`src/rtl/multi_alarm_ctrl_if.sv`:
```
// multi_alarm_ctrl_if
//   Configuration and readback bus for the multi-alarm engine.
//   master (controller side) drives:
//     load_alarm      single-cycle write strobe for an alarm time
//     alarm_sel       slot addressed by writes and by readback
//     new_alarm_time  BCD HHMM to write
//     set_enable      single-cycle strobe writing enable_val to slot alarm_sel
//     enable_val      enable value for the addressed slot
//   slave (alarm engine) returns:
//     sel_alarm_time  registered time of slot alarm_sel
//     sel_enabled     registered enable of slot alarm_sel
//     load_err        one-cycle pulse when a load carried invalid BCD
interface multi_alarm_ctrl_if #(
  parameter int NUM_ALARMS = 4
);
  localparam int IW = (NUM_ALARMS > 1) ? $clog2(NUM_ALARMS) : 1;

  logic          load_alarm;
  logic [IW-1:0] alarm_sel;
  logic [15:0]   new_alarm_time;
  logic          set_enable;
  logic          enable_val;
  logic [15:0]   sel_alarm_time;
  logic          sel_enabled;
  logic          load_err;

  modport master (
    output load_alarm, alarm_sel, new_alarm_time, set_enable, enable_val,
    input  sel_alarm_time, sel_enabled, load_err
  );

  modport slave (
    input  load_alarm, alarm_sel, new_alarm_time, set_enable, enable_val,
    output sel_alarm_time, sel_enabled, load_err
  );
endinterface

```
`src/rtl/multi_alarm_ctrl.sv`:
```
// multi_alarm_ctrl
//   Alarm engine in the clk256 domain. Holds NUM_ALARMS BCD HHMM alarm slots
//   with individual enables, compares them with the clock counter on every
//   minute tick and runs an IDLE/RING/SNOOZE state machine with a bounded
//   snooze count, an auto-off timeout and a 2 Hz beep gate.
//   Ports:
//     clk256        256 Hz block clock
//     reset         asynchronous, active-high reset
//     one_minute    single-cycle minute tick
//     current_time  BCD HHMM from the clock counter
//     snooze        single-cycle snooze pulse
//     alarm_off     single-cycle alarm-off pulse
//     cfg           slot write/enable/readback bus (slave side)
//     ringing       high while in RING
//     beep          ringing gated by the beep square wave
//     snoozing      high while in SNOOZE
//     active_idx    slot that triggered the current/last ring event
module multi_alarm_ctrl #(
  parameter int NUM_ALARMS       = 4,
  parameter int SNOOZE_MIN       = 9,
  parameter int MAX_SNOOZE       = 3,
  parameter int RING_TIMEOUT_MIN = 30,
  parameter int BEEP_HALF        = 64,
  localparam int IW = (NUM_ALARMS > 1) ? $clog2(NUM_ALARMS) : 1
) (
  input  logic                     clk256,
  input  logic                     reset,
  input  logic                     one_minute,
  input  logic [15:0]              current_time,
  input  logic                     snooze,
  input  logic                     alarm_off,
  multi_alarm_ctrl_if.slave        cfg,
  output logic                     ringing,
  output logic                     beep,
  output logic                     snoozing,
  output logic [IW-1:0]            active_idx
);

  localparam int SCW = (MAX_SNOOZE > 0) ? $clog2(MAX_SNOOZE + 1) : 1;
  localparam int BW  = $clog2(2 * BEEP_HALF);

  localparam logic [SCW-1:0] SNOOZE_LIMIT  = SCW'(MAX_SNOOZE);
  localparam logic [5:0]     SNOOZE_START  = 6'(SNOOZE_MIN);
  localparam logic [5:0]     TIMEOUT_LAST  = 6'(RING_TIMEOUT_MIN - 1);
  localparam logic [BW-1:0]  BEEP_HALF_VAL = BW'(BEEP_HALF);
  localparam logic [BW-1:0]  BEEP_LAST     = BW'(2 * BEEP_HALF - 1);

  typedef enum logic [1:0] {
    IDLE   = 2'd0,
    RING   = 2'd1,
    SNOOZE = 2'd2
  } state_t;

  state_t          state, state_nxt;
  logic [15:0]     alarm_time [NUM_ALARMS];
  logic [NUM_ALARMS-1:0] alarm_en;
  logic            tick_d;
  logic [IW-1:0]   active_idx_nxt;
  logic [SCW-1:0]  snooze_cnt, snooze_cnt_nxt;
  logic [5:0]      ring_min, ring_min_nxt;
  logic [5:0]      snz_min, snz_min_nxt;
  logic [BW-1:0]   beep_cnt, beep_cnt_nxt;

  logic            load_valid;
  logic            sel_in_range;
  logic            match_found;
  logic [IW-1:0]   match_idx;

  // Hours 00-23 and minutes 00-59 with every nibble a legal BCD digit.
  always_comb begin
    load_valid = 1'b1;
    if (cfg.new_alarm_time[15:12] > 4'd2)                                    load_valid = 1'b0;
    if (cfg.new_alarm_time[11:8]  > 4'd9)                                    load_valid = 1'b0;
    if (cfg.new_alarm_time[15:12] == 4'd2 && cfg.new_alarm_time[11:8] > 4'd3) load_valid = 1'b0;
    if (cfg.new_alarm_time[7:4]   > 4'd5)                                    load_valid = 1'b0;
    if (cfg.new_alarm_time[3:0]   > 4'd9)                                    load_valid = 1'b0;
  end

  assign sel_in_range = (int'(cfg.alarm_sel) < NUM_ALARMS);

  // Scanning from the top down lets the lowest matching index win.
  always_comb begin
    match_found = 1'b0;
    match_idx   = '0;
    for (int i = NUM_ALARMS - 1; i >= 0; i--) begin
      if (alarm_en[i] && (alarm_time[i] == current_time)) begin
        match_found = 1'b1;
        match_idx   = IW'(i);
      end
    end
  end

  // Slot storage, write error pulse and registered readback.
  always_ff @(posedge clk256 or posedge reset) begin
    if (reset) begin
      for (int i = 0; i < NUM_ALARMS; i++) alarm_time[i] <= 16'h0000;
      alarm_en           <= '0;
      cfg.load_err       <= 1'b0;
      cfg.sel_alarm_time <= 16'h0000;
      cfg.sel_enabled    <= 1'b0;
    end else begin
      cfg.load_err <= cfg.load_alarm && !load_valid;
      if (cfg.load_alarm && load_valid && sel_in_range)
        alarm_time[cfg.alarm_sel] <= cfg.new_alarm_time;
      if (cfg.set_enable && sel_in_range)
        alarm_en[cfg.alarm_sel] <= cfg.enable_val;
      cfg.sel_alarm_time <= sel_in_range ? alarm_time[cfg.alarm_sel] : 16'h0000;
      cfg.sel_enabled    <= sel_in_range ? alarm_en[cfg.alarm_sel] : 1'b0;
    end
  end

  // State and counter registers; the minute tick is delayed one cycle so the
  // match sees the counter's updated time.
  always_ff @(posedge clk256 or posedge reset) begin
    if (reset) begin
      state      <= IDLE;
      tick_d     <= 1'b0;
      active_idx <= '0;
      snooze_cnt <= '0;
      ring_min   <= '0;
      snz_min    <= '0;
      beep_cnt   <= '0;
    end else begin
      state      <= state_nxt;
      tick_d     <= one_minute;
      active_idx <= active_idx_nxt;
      snooze_cnt <= snooze_cnt_nxt;
      ring_min   <= ring_min_nxt;
      snz_min    <= snz_min_nxt;
      beep_cnt   <= beep_cnt_nxt;
    end
  end

  // Next-state logic. Within each state alarm_off beats snooze, which beats
  // the minute tick.
  always_comb begin
    state_nxt      = state;
    active_idx_nxt = active_idx;
    snooze_cnt_nxt = snooze_cnt;
    ring_min_nxt   = ring_min;
    snz_min_nxt    = snz_min;
    beep_cnt_nxt   = '0;

    case (state)
      IDLE: begin
        if (tick_d && match_found) begin
          state_nxt      = RING;
          active_idx_nxt = match_idx;
          snooze_cnt_nxt = '0;
          ring_min_nxt   = '0;
        end
      end
      RING: begin
        if (alarm_off) begin
          state_nxt = IDLE;
        end else if (snooze) begin
          if (snooze_cnt == SNOOZE_LIMIT) begin
            state_nxt = IDLE;
          end else begin
            state_nxt      = SNOOZE;
            snooze_cnt_nxt = snooze_cnt + 1'b1;
            snz_min_nxt    = SNOOZE_START;
          end
        end else if (one_minute) begin
          if (ring_min == TIMEOUT_LAST) state_nxt = IDLE;
          else                          ring_min_nxt = ring_min + 1'b1;
        end
      end
      SNOOZE: begin
        if (alarm_off) begin
          state_nxt = IDLE;
        end else if (one_minute) begin
          if (snz_min == 6'd1) begin
            state_nxt    = RING;
            ring_min_nxt = '0;
            snz_min_nxt  = '0;
          end else begin
            snz_min_nxt = snz_min - 1'b1;
          end
        end
      end
      default: state_nxt = IDLE;
    endcase

    // The beep phase counter only runs while staying in RING, so every entry
    // into RING starts with the audible half-period.
    if (state == RING && state_nxt == RING)
      beep_cnt_nxt = (beep_cnt == BEEP_LAST) ? '0 : beep_cnt + 1'b1;
  end

  assign ringing  = (state == RING);
  assign snoozing = (state == SNOOZE);
  assign beep     = ringing && (beep_cnt < BEEP_HALF_VAL);

endmodule
```
`src/flat_wrapper.sv`:
```
// flat-port wrapper written by rule: the top's interface ports become plain ports
module multi_alarm_ctrl_flat 
#(
  parameter int NUM_ALARMS       = 4,
  parameter int SNOOZE_MIN       = 9,
  parameter int MAX_SNOOZE       = 3,
  parameter int RING_TIMEOUT_MIN = 30,
  parameter int BEEP_HALF        = 64,
  localparam int IW = (NUM_ALARMS > 1) ? $clog2(NUM_ALARMS) : 1
)
  (clk256, reset, one_minute, current_time, snooze, alarm_off, ringing, beep, snoozing, active_idx, cfg_load_alarm, cfg_alarm_sel, cfg_new_alarm_time, cfg_set_enable, cfg_enable_val, cfg_sel_alarm_time, cfg_sel_enabled, cfg_load_err);
  multi_alarm_ctrl_if #(.NUM_ALARMS(NUM_ALARMS)) cfg_i ();
  input  logic clk256;
  input  logic reset;
  input  logic one_minute;
  input  logic [15:0] current_time;
  input  logic snooze;
  input  logic alarm_off;
  output logic ringing;
  output logic beep;
  output logic snoozing;
  output logic [IW-1:0] active_idx;
  input wire logic [$bits(cfg_i.load_alarm)-1:0] cfg_load_alarm;
  input wire logic [$bits(cfg_i.alarm_sel)-1:0] cfg_alarm_sel;
  input wire logic [$bits(cfg_i.new_alarm_time)-1:0] cfg_new_alarm_time;
  input wire logic [$bits(cfg_i.set_enable)-1:0] cfg_set_enable;
  input wire logic [$bits(cfg_i.enable_val)-1:0] cfg_enable_val;
  output wire logic [$bits(cfg_i.sel_alarm_time)-1:0] cfg_sel_alarm_time;
  output wire logic [$bits(cfg_i.sel_enabled)-1:0] cfg_sel_enabled;
  output wire logic [$bits(cfg_i.load_err)-1:0] cfg_load_err;
  assign cfg_i.load_alarm = cfg_load_alarm;
  assign cfg_i.alarm_sel = cfg_alarm_sel;
  assign cfg_i.new_alarm_time = cfg_new_alarm_time;
  assign cfg_i.set_enable = cfg_set_enable;
  assign cfg_i.enable_val = cfg_enable_val;
  assign cfg_sel_alarm_time = cfg_i.sel_alarm_time;
  assign cfg_sel_enabled = cfg_i.sel_enabled;
  assign cfg_load_err = cfg_i.load_err;
  multi_alarm_ctrl #(.NUM_ALARMS(NUM_ALARMS), .SNOOZE_MIN(SNOOZE_MIN), .MAX_SNOOZE(MAX_SNOOZE), .RING_TIMEOUT_MIN(RING_TIMEOUT_MIN), .BEEP_HALF(BEEP_HALF)) u_core (.clk256(clk256), .reset(reset), .one_minute(one_minute), .current_time(current_time), .snooze(snooze), .alarm_off(alarm_off), .cfg(cfg_i), .ringing(ringing), .beep(beep), .snoozing(snoozing), .active_idx(active_idx));
endmodule
```
`config.mk`:
```
export PLATFORM = sky130hd
export DESIGN_NAME = multi_alarm_ctrl_flat
export DESIGN_NICKNAME = d
export VERILOG_FILES = /design/src/rtl/multi_alarm_ctrl_if.sv /design/src/rtl/multi_alarm_ctrl.sv /design/src/flat_wrapper.sv
export SDC_FILE = /design/constraint.sdc
export NUM_CORES = 1
export LEC_CHECK = 0
export CAP_MARGIN = 5
export CORE_ASPECT_RATIO = 1.2
export CORE_UTILIZATION = 40
export CTS_CLUSTER_DIAMETER = 100
export DETAILED_ROUTE_END_ITERATION = 16
export PLACE_DENSITY = 0.65
export SETUP_SLACK_MARGIN = 0.05
export SLEW_MARGIN = 20
export SYNTH_ARGS = -nofsm -noshare
export SYNTH_HDL_FRONTEND = slang
export SYNTH_SLANG_ARGS = --single-unit
```
`constraint.sdc`:
```
create_clock -name clk256 -period 3.7 [get_ports clk256]
set_clock_uncertainty 0.15 [all_clocks]
set_input_delay 0.74 -clock clk256 [delete_from_list [all_inputs] [get_ports clk256]]
set_output_delay 0.74 -clock clk256 [all_outputs]
set_load 0.02 [all_outputs]
```
# Word-level counts from Yosys, hierarchy flattened
# Index checks and enable logic that the tools add are counted.
# totals
reg_bits,112
inputBits,42
elab_cells,130
# op_classes
addsub,4
magnitude_cmp,10
eq_ne,22
muxes,57
bitwise,1
reduce_logical,21
# ops
cell,count
$mux W6,14
$bwmux W64,1
$eq A16 B16 Y1,4
$mux W16,3
$mux W2,17
$bmux W16 S2,1
$demux W16 S2,1
$pmux W6 S3,1
$ne A2 B2 Y1 const B,8
$mux W7,2
$logic_and A1 B1 Y1,12
$pmux W6 S2,1
$mux W1,11
$reduce_and A9 Y1,1
$gt A4 B2 Y1 const B,2
$gt A4 B4 Y1 const B,2
$add A7 B1 Y7 const B,1
$eq A7 B7 Y1 const B,1
$lt A7 B7 Y1 const B,1
$add A6 B1 Y6 const B,1
$eq A6 B1 Y1 const B,1
$eq A6 B5 Y1 const B,1
$pmux W2 S3,1
$reduce_and A6 Y1,1
22 further kinds,26

# Logic depth before layout (Yosys ltp)
# Gate-level depths: netlist of the first run.
# depth
ltp_word,12
depth_mapped,8

# Worst setup path before layout of the first run
# No wires, ideal clock.
# synth_path
kind,input to register
startpoint,in cfg_new_alarm_time[6]
endpoint,reg u_core.alarm_time[16] (netlist name)
arrival_time_ps,2322
setup_slack_ps,1104
cell_stages,6
path_buffers,1
path_cell_list,a2111oi_0 -> and3_1 -> nand2_2 -> nor3b_4 -> buf_2 -> mux2_2
# synth_between
elab_chain_cells,4
# synth_lines
element,line,text
start: declaration,flat_wrapper.sv:25,input wire logic [$bits(cfg_i.new_alarm_time)-1:0] cfg_new_alarm_time;
$gt A4 B3 Y1,multi_alarm_ctrl.sv:75,if (cfg.new_alarm_time[7:4] > 4'd5) load_valid = 1'b0;
$mux W1,multi_alarm_ctrl.sv:75,
$mux W1,multi_alarm_ctrl.sv:76,if (cfg.new_alarm_time[3:0] > 4'd9) load_valid = 1'b0;
$logic_and A1 B1 Y1,multi_alarm_ctrl.sv:103,if (cfg.load_alarm && load_valid && sel_in_range)
end signal: indexed assignment,multi_alarm_ctrl.sv:104,alarm_time[cfg.alarm_sel] <= cfg.new_alarm_time;
end: declaration,multi_alarm_ctrl.sv:55,logic [15:0] alarm_time [NUM_ALARMS];
# No other way between the ends.
# A chain may end at the register's enable or synchronous reset.

# Worst setup path after layout of the first run
# layout_path
startpoint,in cfg_new_alarm_time[6]
endpoint,reg u_core.alarm_time[38] (netlist name)
# layout_between
elab_chain_cells,4
# layout_lines
element,line
$gt A4 B3 Y1,multi_alarm_ctrl.sv:75
$mux W1,multi_alarm_ctrl.sv:75
$mux W1,multi_alarm_ctrl.sv:76
$logic_and A1 B1 Y1,multi_alarm_ctrl.sv:103
# Several ways; a longest one is shown, not always the timed one.

==> metrics.csv, run 1 <==
metric,value,unit
numCtsBuffers,9,
globalRouteOverflowTotal,0,
clock-sinks,112,
path_buf_inv,2,
ys_types,56,
die_x,112,um
ys_seq_elements,112,
postSynth.asyncResetShare,100,%
cts_root_buf,clkbuf_16,
synth_area,5760,sq um
violations,design-rule violations,
synthFlopType,dfrtp_1,
cp-start-kind,input port,
cpPeakStageDelay,0.67,ns
hold_path.class,reg2reg,
nFillCells,1216,
drt_wl_total,14200,um
post-cts-setup-buffer-count,0,
core,13900,sq um
grt_first_pass_wirelength,22800,um
syn_inst,473,
io_buffers,64,
drt_pass1_iterations,10,
cts_tree,built,
path_cells,clkdlybuf4s50_1 -> a2111oi_0 -> and3_1 -> nand2_2 -> nor3b_4 -> buf_4 -> mux2_2,
nets,586,
critical_path.top_delay_family,simple AND/OR/NAND/NOR gates,
num_rows,47,
antenna_found_initial,0,
path_clk_slew,0.07,ns
dp_hpwl,10800,um
cp.arrival,3.41,ns
chipHeight,133,um
synth-edff-count,0,
initial_core_util,41.3,%
hold_buffers,0,
syn2layout_area_growth,20.4,%
cts_resized,0,
syn_avg_cell_area,12.2,sq um
gp_congestion,0.888,
maxCapViolCount,0,
diodes,0,
grt.total_usage,20.4,%
vias_per_cell,5.53,
slew_headroom,54.7,%
cp_slowest_cell,a2111oi_0,
drc,2,
final_area,6930,sq um
worstSkewPairLatency,0.36,ns
synthTopCellsByArea,"dfrtp_1 (49%), mux2_2 (9.6%), xnor2_1 (7.0%)",
syn_nets,521,
fin_cells,713,
crit_type,in2reg,
vias,3945,
worstReg2RegEnd,u_core.ring_min[0],
cp_max_fo,12,
die_area,14900,sq um
initialDrtViolationCount,237,
cp.required,3.79,ns
yosys_warnings,0,
cts_buffer_depth,2,
io_pins,65,
r2r_setup_slack,1.30,ns
cp-end-kind,flop,
clock.fmax,302,MHz
r2r_start,u_core.alarm_time[25],
tightest_slew,0.662,ns
grt_max_degree,113,
tns,0,ns
period_share,89.6,%
total_power,2780,uW
hold_path_end,u_core.beep_cnt[0],
total_leakage_power,0.00301,uW
dpl_worst_slack,0.0536,ns
yosysSeqAreaShare,48.7,%
fin_ws,0.384,ns
dpl_cell_area,6630,sq um
vdd_ir_drop_max,0.187,mV
place_inst,698,
yosysTopAreaCell,dfrtp_1,
fin_crit,3.32,ns
wl_per_cell,20.0,um
setup_viol,0,
hp-start,u_core.beep_cnt[0],
netlist.area_leader.share,48.7,%
hold_depth,1,
layout-drive-gt1-share,19.0,%
power_density,401,nW/um^2
rr_worst_depth,6,
final_max_slew_viol_count,0,
first_global_vias,4182,
htreeDepth,3,
run_status,finished with violations,
rsz0062_at_grt,false,
hold_viol_final,0,
postRouteAntennaNets,0,
-- worst register-to-register path, cell delays in order (launching register included) --
cell and delay [ns]:
dfrtp_1 0.42, xor2_1 0.20, or4_1 0.53, nor4_1 0.34, nand3_2 0.17, a41oi_4 0.35, o22ai_1 0.12
-- flip-flops by register name, summed over array words and instances, names as in the netlist, 2 cells and up --
| signal | cells |
|---|---|
| u_core.alarm_en | 4 |
| u_core.ring_min | 6 |
| u_core.active_idx | 2 |
| u_core.state | 2 |
| u_core.alarm_time | 64 |
| u_core.beep_cnt | 7 |
| u_core.cfg.sel_alarm_time | 16 |
| u_core.snz_min | 6 |
| u_core.snooze_cnt | 2 |
-- cells in the mapped netlist, types with 3 or more instances --
library cell / n
nor2_1: 24
o211ai_1: 4
o22ai_1: 3
o21ai_0: 8
or3_1: 3
xor2_1: 27
nand2_1: 22
nor2b_1: 12
clkbuf_1: 16
nor4_1: 7
and3_1: 3
ha_1: 6
nor3b_1: 3
inv_1: 7
mux2_2: 49
nand4_1: 15
nand3b_1: 4
mux4_2: 17
mux2_1: 7
nor3_1: 4
nand3_1: 17
a31oi_1: 3
and2_1: 5
a21oi_1: 8
dfrtp_1: 112
xnor2_1: 46
nand2b_1: 3
or4_1: 5
-- through the flow --
| step | utilization, % | hold slack [ns] |
|---|---|---|
| final | 49.7 | 0.321 |
| after global routing | 49.7 | 0.346 |
| after CTS | 49.7 | 0.321 |
| after detailed placement | 47.6 | 0.312 |
| after global placement | 47.6 | 0.294 |
| after floorplan | - | 0.281 |
-- per-layer routing --
layer	GRT usage [%]	up-vias	share of wire, %
li1	-	1824	-
met1	25.0	2005	42
met2	35.4	89	52
met3	2.68	27	3.0
met4	10.6	0	3.3
met5	0	-	0
-- worst max-delay path by stage --
stage	start	to	slack [ns]	cells past startpoint
after floorplan	cfg_new_alarm_time[6]	u_core.alarm_time[16]	1.10	6
after global placement	cfg_new_alarm_time[6]	u_core.alarm_time[38]	0.14	7
after detailed placement	cfg_new_alarm_time[6]	u_core.alarm_time[36]	0.05	7
after CTS	cfg_new_alarm_time[6]	u_core.alarm_time[38]	0.42	7
after global routing	cfg_new_alarm_time[6]	u_core.alarm_time[34]	0.32	7
final	cfg_new_alarm_time[6]	u_core.alarm_time[38]	0.38	7
-- power by group --
group	internal, uW	leakage (uW)	switching [uW]
clock	546	0.000146	459
combinational	204	0.00137	207
sequential	1300	0.00150	66.2
total	2050	0.00301	732
-- kinds of logic after synthesis --
kind of cell    Yosys count  synth area share, %
buf+inv                  27                 2.00
compound gates           39                 4.89
xor+xnor                 74                 11.4
simple gates            142                 14.2
flops                   112                 48.7
fa+ha+maj                 6                 1.30
mux                      73                 17.6
-- cell type report --
| cell class | instances | area (sq um) | area share (%) |
|---|---|---|---|
| Multi-Input combinational cell | 334 | 2840 | 41.0 |
| Tap cell | 171 | 214 | 3.09 |
| Clock buffer | 10 | 239 | 3.45 |
| Clock inverter | 5 | 63.8 | 0.920 |
| Timing Repair Buffer | 74 | 741 | 10.7 |
| Inverter | 7 | 30.0 | 0.433 |
| Sequential cell | 112 | 2800 | 40.4 |
-- cell usage in the layout (no fill, tap or decap), drive strengths merged, types with 5 or more instances in the layout --
master and n:
o21ai 9, ha 6, clkdlybuf4s50 64, mux2 56, buf 10, nor3b 5, xnor2 46, a21oi 8
xor2 28, inv 8, nor2b 12, nand2 23, or4 7, nor2 25, mux4 17, nand4 15
dfrtp 112, nand3 18, nor4 7, and2 5, clkbuf 10
(Power assumes the default switching activity.)
==> inputs of run 2 (changes only) <==
- CTS_BUF_LIST: unset -> sky130_fd_sc_hd__clkbuf_4 sky130_fd_sc_hd__clkbuf_8
==> metrics.csv, run 2 (synthesis gave the netlist of run 1 again) <==
metric,value,unit,change
run_status,finished with violations,,unchanged
violations,design-rule violations,,unchanged
cp.arrival,3.39,ns,was 3.41 ns
crit_type,in2reg,,unchanged
grt_first_pass_wirelength,22800,um,about the same
hold_viol_final,0,,unchanged
total_leakage_power,0.00296,uW,was 0.00301 uW
hp-start,u_core.beep_cnt[0],,unchanged
vias,3935,,"was 3,945"
hold_depth,1,,unchanged
grt_max_degree,113,,unchanged
path_clk_slew,0.10,ns,was 0.07 ns
drt_pass1_iterations,10,,unchanged
largest_reg_flops,64,,unchanged
layout-drive-gt1-share,19.0,%,unchanged
cts_root_buf,clkbuf_8,,was clkbuf_16
vdd_ir_drop_max,0.212,mV,was 0.187 mV
multi_input_comb_area,2840,sq um,unchanged
wl_per_cell,20.0,um,about the same
final_max_slew_viol_count,0,,unchanged
diodes,0,,unchanged
final_common_cell,dfrtp_1,,unchanged
die_x,112,um,unchanged
first_global_vias,4142,,"was 4,182"
syn2layout_area_growth,18.6,%,was 20.4%
largest_register,u_core.alarm_time,,unchanged
wl_met3,482,um,was 421 um
seqPwrFrac,53.7,%,was 49.0%
rr_worst_depth,6,,unchanged
slew_headroom,53.2,%,was 54.7%
antenna_found_initial,0,,unchanged
cp-start-kind,input port,,unchanged
top_layer_used,met4,,unchanged
period_share,87.8,%,was 89.6%
comb_power_share,16.2,%,was 14.8%
cts_resized,0,,unchanged
vias_per_cell,5.52,,was 5.53
drt_wl_total,14200,um,about the same
die_area,14900,sq um,unchanged
wl_met2,7270,um,was 7330 um
setup_viol,0,,unchanged
cp_max_fo,12,,unchanged
num_rows,47,,unchanged
io_buffers,64,,unchanged
final_cell_mix,"dfrtp_1 (112), clkdlybuf4s50_1 (64), mux2_2 (49), xnor2_1 (46), xor2_1 (27)",,unchanged
cts_buffer_depth,2,,unchanged
r2r_start,u_core.alarm_time[25],,unchanged
drc,2,,unchanged
core,13900,sq um,unchanged
globalRouteOverflowTotal,0,,unchanged
nFillCells,1238,,"was 1,216"
tns,0,ns,unchanged
hold_path.class,reg2reg,,unchanged
p_switching,704,uW,was 732 uW
fin_crit,3.25,ns,was 3.32 ns
switching_share,27.7,%,was 26.3%
cts_tree,built,,unchanged
clock-sinks,112,,unchanged
p_int,1830,uW,was 2050 uW
r2r_setup_slack,1.31,ns,was 1.30 ns
gp_congestion,0.888,,unchanged
largestRegisters,"u_core.alarm_time x64, u_core.cfg.sel_alarm_time x16, u_core.beep_cnt x7",,unchanged
tightest_slew,0.702,ns,was 0.662 ns
worstSkewPairLatency,0.40,ns,was 0.36 ns
dp_hpwl,10800,um,unchanged
nets,586,,unchanged
cp.required,3.84,ns,was 3.79 ns
post-cts-setup-buffer-count,0,,unchanged
worstReg2RegEnd,u_core.ring_min[1],,was u_core.ring_min[0]
initialDrtViolationCount,246,,was 237
cp-end-kind,flop,,unchanged
power_density,372,nW/um^2,was 401 nW/um^2
io_pins,65,,unchanged
total_power,2540,uW,was 2780 uW
dpl_worst_slack,0.0536,ns,unchanged
post-route-util,49.0,%,was 49.7%
fin_cells,713,,unchanged
place_inst,698,,unchanged
register_area,2800,sq um,unchanged
initial_core_util,41.3,%,unchanged
hold_buffers,0,,unchanged
fin_ws,0.450,ns,was 0.384 ns
met1_length,6020,um,was 6000 um
maxCapViolCount,0,,unchanged
htreeDepth,3,,unchanged
postRouteAntennaNets,0,,unchanged
chipHeight,133,um,unchanged
numCtsBuffers,9,,unchanged
grt.total_usage,20.5,%,was 20.4%
p_clk_share,30.1,%,was 36.2%
rsz0062_at_grt,false,,unchanged
clock.fmax,308,MHz,was 302 MHz
hold_path_end,u_core.beep_cnt[0],,unchanged
[run 2: cell counts in the layout (fill, tap and decap cells not counted)]
No cell type changed its count.
[run 2: layout make-up]
class / count / area share, %
multi-input cells: 334 / 41.6
flip-flops and latches: 112 / 41.0
repair buffers: 74 / 10.8
well taps: 171 / 3.13
clock buffers: 10 / 2.01
clock inverters: 5 / 0.934
inverters: 7 / 0.440
[run 2: metrics by stage]
stage / cell area [sq um] / hold WS, ns
finish: 6830 / 0.328
global route: 6830 / 0.351
CTS: 6830 / 0.325
detailed placement: 6630 / 0.312
global placement: 6630 / 0.294
floorplan: 5760 / 0.281
[run 2: metal layers]
metal / track usage, % / vias up
li1: - / 1824
met1: 25.1 / 1991
met2: 34.8 / 94
met3: 3.96 / 26
met4: 10.1 / 0
met5: 0 / -
[run 2: worst max-delay path by stage]
stage / endpoint / start
after floorplan: u_core.alarm_time[16] / cfg_new_alarm_time[6]
after global placement: u_core.alarm_time[38] / cfg_new_alarm_time[6]
after detailed placement: u_core.alarm_time[36] / cfg_new_alarm_time[6]
after CTS: u_core.alarm_time[38] / cfg_new_alarm_time[6]
after global routing: u_core.alarm_time[34] / cfg_new_alarm_time[6]
final: u_core.alarm_time[38] / cfg_new_alarm_time[6]
[run 2: critical path: stages]
cell             delay, ns
clkdlybuf4s50_1       0.48
a2111oi_0             0.66
and3_1                0.36
nand2_2               0.14
nor3b_4               0.34
buf_4                 0.30
mux2_2                0.36
[run 2: power groups by stage]
stage               Sequential, uW  Combinational, uW  Clock (uW)
global placement              1380                411           0
floorplan                     1380                230           0
global route                  1370                445         831
finish                        1360                411         764
CTS                           1360                417         792
detailed placement            1390                415           0
